## src/rtl/writeback_regfile_if.sv

```systemverilog
// Writeback / register-read bus of the Y86-64 writeback_regfile.
// The master side (execute/memory + decode) drives the retiring instruction
// and read addresses; the slave side (register file) returns read data and status.
interface writeback_regfile_if #(
    parameter int WIDTH = 64,
    parameter int CNT_W = 32
);
    logic              wb_valid;
    logic [3:0]        icode;
    logic              cnd;
    logic [3:0]        rA;
    logic [3:0]        rB;
    logic [WIDTH-1:0]  valE;
    logic [WIDTH-1:0]  valM;
    logic [3:0]        srcA;
    logic [3:0]        srcB;
    logic [WIDTH-1:0]  valA;
    logic [WIDTH-1:0]  valB;
    logic              halted;
    logic [CNT_W-1:0]  retired;

    modport master (
        output wb_valid, icode, cnd, rA, rB, valE, valM, srcA, srcB,
        input  valA, valB, halted, retired
    );

    modport slave (
        input  wb_valid, icode, cnd, rA, rB, valE, valM, srcA, srcB,
        output valA, valB, halted, retired
    );
endinterface

```

## src/rtl/writeback_regfile.sv

```systemverilog
// Y86-64 architectural register file with writeback stage.
// Decodes dstE/dstM from the retiring instruction, commits valE/valM on the
// rising edge (valM wins on a collision), serves two combinational read ports
// with same-cycle bypass, and tracks halt status plus a retired counter.
module writeback_regfile #(
    parameter int WIDTH = 64,
    parameter int NREGS = 15,
    parameter int CNT_W = 32
) (
    input  logic               clk,
    input  logic               rst_n,
    writeback_regfile_if.slave wb
);

    localparam logic [3:0] NO_REG  = 4'hF;
    localparam logic [3:0] RSP     = 4'h4;
    localparam logic [4:0] NREGS_L = 5'(NREGS);

    localparam logic [3:0] I_HALT  = 4'h0;
    localparam logic [3:0] I_CMOV  = 4'h2;
    localparam logic [3:0] I_IRMOV = 4'h3;
    localparam logic [3:0] I_MRMOV = 4'h5;
    localparam logic [3:0] I_OP    = 4'h6;
    localparam logic [3:0] I_CALL  = 4'h8;
    localparam logic [3:0] I_RET   = 4'h9;
    localparam logic [3:0] I_PUSH  = 4'hA;
    localparam logic [3:0] I_POP   = 4'hB;

    localparam logic [0:0] ST_RUN  = 1'b0;
    localparam logic [0:0] ST_HALT = 1'b1;

    logic [0:0]        state_r;
    logic [0:0]        state_nxt_s;
    logic [WIDTH-1:0]  regs_r [NREGS];
    logic [CNT_W-1:0]  retired_r;
    logic [3:0]        dst_e_s;
    logic [3:0]        dst_m_s;
    logic              commit_s;
    logic [WIDTH-1:0]  stored_a_s;
    logic [WIDTH-1:0]  stored_b_s;

    // Read-port value: index F reads zero; otherwise the in-flight M result
    // beats the in-flight E result, which beats the stored register.
    function automatic logic [WIDTH-1:0] read_port(
        input logic [3:0]       src,
        input logic [WIDTH-1:0] stored,
        input logic             en,
        input logic [3:0]       dm,
        input logic [3:0]       de,
        input logic [WIDTH-1:0] vm,
        input logic [WIDTH-1:0] ve
    );
        logic [WIDTH-1:0] res;
        if (src == NO_REG) begin
            res = '0;
        end else if (en && (src == dm)) begin
            res = vm;
        end else if (en && (src == de)) begin
            res = ve;
        end else begin
            res = stored;
        end
        return res;
    endfunction

    // Only a valid instruction retiring in RUN may write, count or bypass.
    assign commit_s = wb.wb_valid && (state_r == ST_RUN);

    // Destination decode from icode/cnd/rA/rB of the retiring instruction.
    always_comb begin
        dst_e_s = NO_REG;
        dst_m_s = NO_REG;
        if (wb.wb_valid) begin
            case (wb.icode)
                I_CMOV:          dst_e_s = wb.cnd ? wb.rB : NO_REG;
                I_IRMOV, I_OP:   dst_e_s = wb.rB;
                I_CALL, I_RET,
                I_PUSH:          dst_e_s = RSP;
                I_POP: begin
                    dst_e_s = RSP;
                    dst_m_s = wb.rA;
                end
                I_MRMOV:         dst_m_s = wb.rA;
                default: begin
                    dst_e_s = NO_REG;
                    dst_m_s = NO_REG;
                end
            endcase
        end else begin
            dst_e_s = NO_REG;
            dst_m_s = NO_REG;
        end
    end

    // Stored-value lookup for read port A; indices past the file read zero.
    always_comb begin
        stored_a_s = '0;
        if ({1'b0, wb.srcA} < NREGS_L) begin
            stored_a_s = regs_r[wb.srcA];
        end else begin
            stored_a_s = '0;
        end
    end

    // Stored-value lookup for read port B; indices past the file read zero.
    always_comb begin
        stored_b_s = '0;
        if ({1'b0, wb.srcB} < NREGS_L) begin
            stored_b_s = regs_r[wb.srcB];
        end else begin
            stored_b_s = '0;
        end
    end

    assign wb.valA = read_port(wb.srcA, stored_a_s, commit_s, dst_m_s, dst_e_s, wb.valM, wb.valE);
    assign wb.valB = read_port(wb.srcB, stored_b_s, commit_s, dst_m_s, dst_e_s, wb.valM, wb.valE);

    // Register commit: reset loads each register with its own index;
    // a dstE/dstM collision keeps valM.
    always_ff @(posedge clk or negedge rst_n) begin
        if (!rst_n) begin
            for (int i = 0; i < NREGS; i++) begin
                regs_r[i] <= WIDTH'(i);
            end
        end else if (commit_s) begin
            for (int i = 0; i < NREGS; i++) begin
                if (dst_m_s == 4'(i)) begin
                    regs_r[i] <= wb.valM;
                end else if (dst_e_s == 4'(i)) begin
                    regs_r[i] <= wb.valE;
                end else begin
                    regs_r[i] <= regs_r[i];
                end
            end
        end
    end

    // RUN/HALT next-state: a retired halt parks the core until reset.
    always_comb begin
        state_nxt_s = state_r;
        case (state_r)
            ST_RUN: begin
                if (commit_s && (wb.icode == I_HALT)) begin
                    state_nxt_s = ST_HALT;
                end else begin
                    state_nxt_s = ST_RUN;
                end
            end
            ST_HALT: state_nxt_s = ST_HALT;
            default: state_nxt_s = ST_HALT;
        endcase
    end

    // State register.
    always_ff @(posedge clk or negedge rst_n) begin
        if (!rst_n) begin
            state_r <= ST_RUN;
        end else begin
            state_r <= state_nxt_s;
        end
    end

    // Retired-instruction counter, free-running wrap, frozen in HALT.
    always_ff @(posedge clk or negedge rst_n) begin
        if (!rst_n) begin
            retired_r <= '0;
        end else if (commit_s) begin
            retired_r <= retired_r + CNT_W'(1);
        end
    end

    assign wb.halted  = (state_r == ST_HALT);
    assign wb.retired = retired_r;

endmodule

```

## src/flat_wrapper.sv

```systemverilog
// flat-port wrapper written by rule: the top's interface ports become plain ports
module writeback_regfile_flat 
#(
    parameter int WIDTH = 64,
    parameter int NREGS = 15,
    parameter int CNT_W = 32
)
  (clk, rst_n, wb_wb_valid, wb_icode, wb_cnd, wb_rA, wb_rB, wb_valE, wb_valM, wb_srcA, wb_srcB, wb_valA, wb_valB, wb_halted, wb_retired);
  writeback_regfile_if #(.WIDTH(WIDTH), .CNT_W(CNT_W)) wb_i ();
  input  logic clk;
  input  logic rst_n;
  input wire logic [$bits(wb_i.wb_valid)-1:0] wb_wb_valid;
  input wire logic [$bits(wb_i.icode)-1:0] wb_icode;
  input wire logic [$bits(wb_i.cnd)-1:0] wb_cnd;
  input wire logic [$bits(wb_i.rA)-1:0] wb_rA;
  input wire logic [$bits(wb_i.rB)-1:0] wb_rB;
  input wire logic [$bits(wb_i.valE)-1:0] wb_valE;
  input wire logic [$bits(wb_i.valM)-1:0] wb_valM;
  input wire logic [$bits(wb_i.srcA)-1:0] wb_srcA;
  input wire logic [$bits(wb_i.srcB)-1:0] wb_srcB;
  output wire logic [$bits(wb_i.valA)-1:0] wb_valA;
  output wire logic [$bits(wb_i.valB)-1:0] wb_valB;
  output wire logic [$bits(wb_i.halted)-1:0] wb_halted;
  output wire logic [$bits(wb_i.retired)-1:0] wb_retired;
  assign wb_i.wb_valid = wb_wb_valid;
  assign wb_i.icode = wb_icode;
  assign wb_i.cnd = wb_cnd;
  assign wb_i.rA = wb_rA;
  assign wb_i.rB = wb_rB;
  assign wb_i.valE = wb_valE;
  assign wb_i.valM = wb_valM;
  assign wb_i.srcA = wb_srcA;
  assign wb_i.srcB = wb_srcB;
  assign wb_valA = wb_i.valA;
  assign wb_valB = wb_i.valB;
  assign wb_halted = wb_i.halted;
  assign wb_retired = wb_i.retired;
  writeback_regfile #(.WIDTH(WIDTH), .NREGS(NREGS), .CNT_W(CNT_W)) u_core (.clk(clk), .rst_n(rst_n), .wb(wb_i));
endmodule
```

## config.mk

```make
export PLATFORM = sky130hd
export DESIGN_NAME = writeback_regfile_flat
export DESIGN_NICKNAME = d
export VERILOG_FILES = /design/src/rtl/writeback_regfile_if.sv /design/src/rtl/writeback_regfile.sv /design/src/flat_wrapper.sv
export SDC_FILE = /design/constraint.sdc
export NUM_CORES = 2
export LEC_CHECK = 0
export ABC_AREA = 1
export CAP_MARGIN = 25
export CORE_UTILIZATION = 35
export CTS_CLUSTER_SIZE = 40
export DETAILED_ROUTE_END_ITERATION = 6
export PLACE_DENSITY = 0.54
export SLEW_MARGIN = 15
export SYNTH_ARGS = -nofsm -noshare
export SYNTH_HDL_FRONTEND = slang
export SYNTH_SLANG_ARGS = --single-unit
```

## constraint.sdc

```tcl
create_clock -name clk -period 4.04 [get_ports clk]
set_input_delay 0.404 -clock clk [delete_from_list [all_inputs] [get_ports clk]]
set_output_delay 0.404 -clock clk [all_outputs]
set_load 0.01 [all_outputs]
```

==> flow_metrics.env <==
export IMPL_status="complete, but fails checks"
export IMPL_violations="design-rule violations"
export IMPL_kind_of_start_point_of_the_critical_path="input port"
export IMPL_cts_root_buf="sky130_fd_sc_hd__clkbuf_16"
export IMPL_cts_path_max_buffers=3
export IMPL_totalNegativeSetupSlack_ns=0
export IMPL_critPathMaxFanout=25
export IMPL_post_route_cells_drive_above_1_share_pct=6.29
export IMPL_fp_dieArea_mm2=0.192
export IMPL_cts_inserted_buffers=119
export IMPL_chipWidth_um=438
export IMPL_area_delta_synth_final_pct=15.3
export IMPL_drt_first_iter_violations=9735
export IMPL_grt_first_pass_wirelength_mm=467
export IMPL_postSynthRegisterBits=993
export IMPL_drv_cap=0
export IMPL_min_period_ns=3.77
export IMPL_drc_errors=25
export IMPL_portBuffers=312
export IMPL_synth_seq_area_share_pct=37.4
export IMPL_max_freq_mhz=265
export IMPL_y_dimension_of_the_die_um=438
export IMPL_worst_skew_pair_late_latency_ns=0.80
export IMPL_yosys_most_used_dff="sky130_fd_sc_hd__dfrtp_1"
export IMPL_required_ns=3.64
export IMPL_slew_headroom_pct=37.7
export IMPL_track_usage_pct=32.6
export IMPL_power_leakage_nw=34.2
export IMPL_totalWireLength_mm=322
export IMPL_layout_worst_path_cycle_share_pct=93.3
export IMPL_dr_total_vias=72700
export IMPL_unique_masters_post_synth=46
export IMPL_num_rows=159
export IMPL_synth_edff_count=0
export IMPL_num_nets_final=9782
export IMPL_clock_tree_from_tritoncts="yes"
export IMPL_tightestPinTransition_ns=0.934
export IMPL_cts_reportedPaths_clkPinSlew_ns=0.06
export IMPL_overflow=0
export IMPL_synth_yosys_warnings=0
export IMPL_grt_max_degree=147
export IMPL_drt_vias_per_instance=5.95
export IMPL_arrival_ns=3.36
export IMPL_core_area_mm2=0.188
export IMPL_avg_cell_area_syn_um2=6.72
export IMPL_setup_worst_path_class="in -> out"
export IMPL_mappedNetlistNets=10000
export IMPL_netlist_area_mm2=0.0665
export IMPL_hp_class="in -> async"
export IMPL_ctsHtreeMaxLevel=3
export IMPL_drtAntennaViolNets=0
export IMPL_final_setup_viol_count=0
export IMPL_critical_path_endpoint_type="output port"
export IMPL_irDropWorstVdd_mv=0.347
export IMPL_hold_violation_count_in_the_final_report=0
export IMPL_hpwl_mm=187
export IMPL_initial_core_util_pct=35.3
export IMPL_ios=313
export IMPL_rsz_0062_raised_after_global_routing="no"
export IMPL_detail_route_wl_per_cell_um=26.3
export IMPL_cts_sinks=993
export IMPL_skew_ns=0.0523
export IMPL_async_flop_share_pct=100
export IMPL_power_per_cell_area_mw_per_mm2=330
export IMPL_routabilityCongestion=0.903
export IMPL_post_dp_cell_area_mm2=0.0726
export IMPL_maxSlewViolCount=0
export IMPL_n_fill_cell=19700
export IMPL_grt_pass1_vias=67000
export IMPL_synth_cells=9894
export IMPL_fin_area_mm2=0.0767
export IMPL_antenna_found_initial=1
export IMPL_firstDrtPassIters=7
[final cells by class]
| cell class | count | area [um^2] | area share, % |
|---|---|---|---|
| Multi-Input combinational cell | 7122 | 34800 | 45.4 |
| Tap cell | 2495 | 3120 | 4.07 |
| Clock buffer | 186 | 3640 | 4.75 |
| Sequential cell | 993 | 24900 | 32.5 |
| Clock inverter | 35 | 317 | 0.413 |
| Timing Repair Buffer | 598 | 6850 | 8.94 |
| Antenna cell | 2 | 5.00 | 0.00653 |
| Inverter | 795 | 3050 | 3.98 |
[sequential cells by signal (all words and copies together), names as in the netlist]
name and count:
u_core.regs_r 960, u_core.wb.retired 32, u_core.wb.halted 1
[cell usage in the layout, fill, tap and decap left out, types with 9 or more instances in the layout]
cell                                 n
sky130_fd_sc_hd__o21ai_1           309
sky130_fd_sc_hd__inv_6              11
sky130_fd_sc_hd__dfstp_2            28
sky130_fd_sc_hd__buf_6               9
sky130_fd_sc_hd__clkdlybuf4s50_1   302
sky130_fd_sc_hd__o221ai_1           66
sky130_fd_sc_hd__o21a_1             33
sky130_fd_sc_hd__a22oi_1           142
sky130_fd_sc_hd__a21oi_1           378
sky130_fd_sc_hd__clkinv_2           24
sky130_fd_sc_hd__nor2_4             12
sky130_fd_sc_hd__nand4_1           115
sky130_fd_sc_hd__xnor2_1            10
sky130_fd_sc_hd__dfrtp_1           965
sky130_fd_sc_hd__nand2_4            19
sky130_fd_sc_hd__a31oi_1            28
sky130_fd_sc_hd__clkbuf_1           28
sky130_fd_sc_hd__buf_4             155
sky130_fd_sc_hd__inv_2              10
sky130_fd_sc_hd__xor2_1             21
sky130_fd_sc_hd__clkbuf_16         121
sky130_fd_sc_hd__buf_12            121
sky130_fd_sc_hd__o22ai_1            26
sky130_fd_sc_hd__o2111ai_1         116
sky130_fd_sc_hd__mux2i_1            16
sky130_fd_sc_hd__nand2_1          2497
sky130_fd_sc_hd__o211ai_1          336
sky130_fd_sc_hd__nor2_1            528
sky130_fd_sc_hd__nand3_1           373
sky130_fd_sc_hd__inv_1             765
sky130_fd_sc_hd__clkbuf_8           38
sky130_fd_sc_hd__o21ai_0          2024
[layer usage]
layer,vias to the layer above,GRT usage [%],wire length (um)
li1,32800,-,-
met1,34700,42.9,129000
met2,4343,51.6,144000
met3,886,5.74,32400
met4,2,15.7,16800
met5,-,0,11
[where the power goes]
group / internal [W] / switching (W) / leakage, nW
Clock: 0.00635 / 0.00481 / 1.97
Combinational: 0.00129 / 0.00281 / 20.0
Sequential: 0.0100 / 0.0000324 / 12.3
[final timing paths]
| kind | depth (start not counted) | from | slack [ns] | to |
|---|---|---|---|---|
| min reg2reg | 1 | u_core.wb.retired[31]$_DFFE_PN0P_ | 0.47 | u_core.wb.retired[31]$_DFFE_PN0P_ |
| max | 13 | wb_srcA[1] | 0.27 | wb_valA[63] |
| max in group asynchronous | 4 | rst_n | 2.45 | u_core.regs_r[779]$_DFFE_PN0P_ |
| min | 2 | rst_n | 0.11 | u_core.regs_r[571]$_DFFE_PN0P_ |
| min in group clk | 2 | wb_icode[0] | 0.40 | u_core.wb.halted$_DFF_PN0_ |
| max reg2reg | 10 | u_core.wb.halted$_DFF_PN0_ | 1.51 | u_core.wb.retired[27]$_DFFE_PN0P_ |
[through the flow]
step | std cells | worst slack (ns) | hold slack, ns | util, % | total power, W
after global placement | 12000 | 0.117 | 0.329 | 38.6 | 0.0142
after detailed placement | 12000 | 0.0599 | 0.327 | 38.6 | 0.0142
after global routing | 12200 | 0.00531 | 0.123 | 40.7 | 0.0260
after floorplan | 9894 | 1.62 | 0.108 | - | 0.0122
final | 12200 | 0.273 | 0.112 | 40.7 | 0.0253
after CTS | 12200 | 0.0467 | 0.0830 | 40.7 | 0.0253
[critical path, cell delays in order]
cell	delay [ns]
sky130_fd_sc_hd__buf_6	0.39
sky130_fd_sc_hd__nand2_4	0.19
sky130_fd_sc_hd__inv_6	0.30
sky130_fd_sc_hd__buf_4	0.28
sky130_fd_sc_hd__a22oi_1	0.11
sky130_fd_sc_hd__nand3_1	0.07
sky130_fd_sc_hd__o21ai_0	0.11
sky130_fd_sc_hd__o21ai_0	0.60
sky130_fd_sc_hd__nand2_1	0.11
sky130_fd_sc_hd__nand3_1	0.09
sky130_fd_sc_hd__nand2_1	0.06
sky130_fd_sc_hd__inv_1	0.06
sky130_fd_sc_hd__clkdlybuf4s50_1	0.53
[cell families (layout without fill, tap and decap cells)]
logic type	Yosys count	count (layout)	synth area share (%)
buffers and inverters	1779	1614	10.8
muxes	16	16	0.241
xor gates and xnor gates	32	32	0.433
AOI/OAI and AO/OA	3486	3486	29.4
DFF	993	993	37.4
adders and majority gates	1	1	0.0188
and+or+nand+nor	3587	3587	21.7
other	0	2	0
[synthesized netlist by cell type (62+ instances only)]
cell type | instances | area, um^2
sky130_fd_sc_hd__nand2_1 | 2516 | 9440
sky130_fd_sc_hd__o21ai_0 | 2025 | 10100
sky130_fd_sc_hd__dfrtp_1 | 965 | 24100
sky130_fd_sc_hd__inv_1 | 774 | 2910
sky130_fd_sc_hd__clkbuf_1 | 604 | 2270
sky130_fd_sc_hd__nor2_1 | 536 | 2010
sky130_fd_sc_hd__a21oi_1 | 382 | 1910
sky130_fd_sc_hd__nand3_1 | 375 | 1880
sky130_fd_sc_hd__o211ai_1 | 336 | 2520
sky130_fd_sc_hd__o21ai_1 | 315 | 1580
sky130_fd_sc_hd__buf_2 | 281 | 1410
sky130_fd_sc_hd__a22oi_1 | 142 | 1070
sky130_fd_sc_hd__o2111ai_1 | 116 | 1020
sky130_fd_sc_hd__nand4_1 | 115 | 719
sky130_fd_sc_hd__o221ai_1 | 66 | 578
sky130_fd_sc_hd__buf_1 | 62 | 233
[what timing repair did]
action,in CTS,in global routing
setup endpoints to repair,0,121
endpoints found under the hold margin,258,1
hold buffers,1,1
resized for setup,0,15
setup buffers,0,3
(Power assumes the default switching activity.)
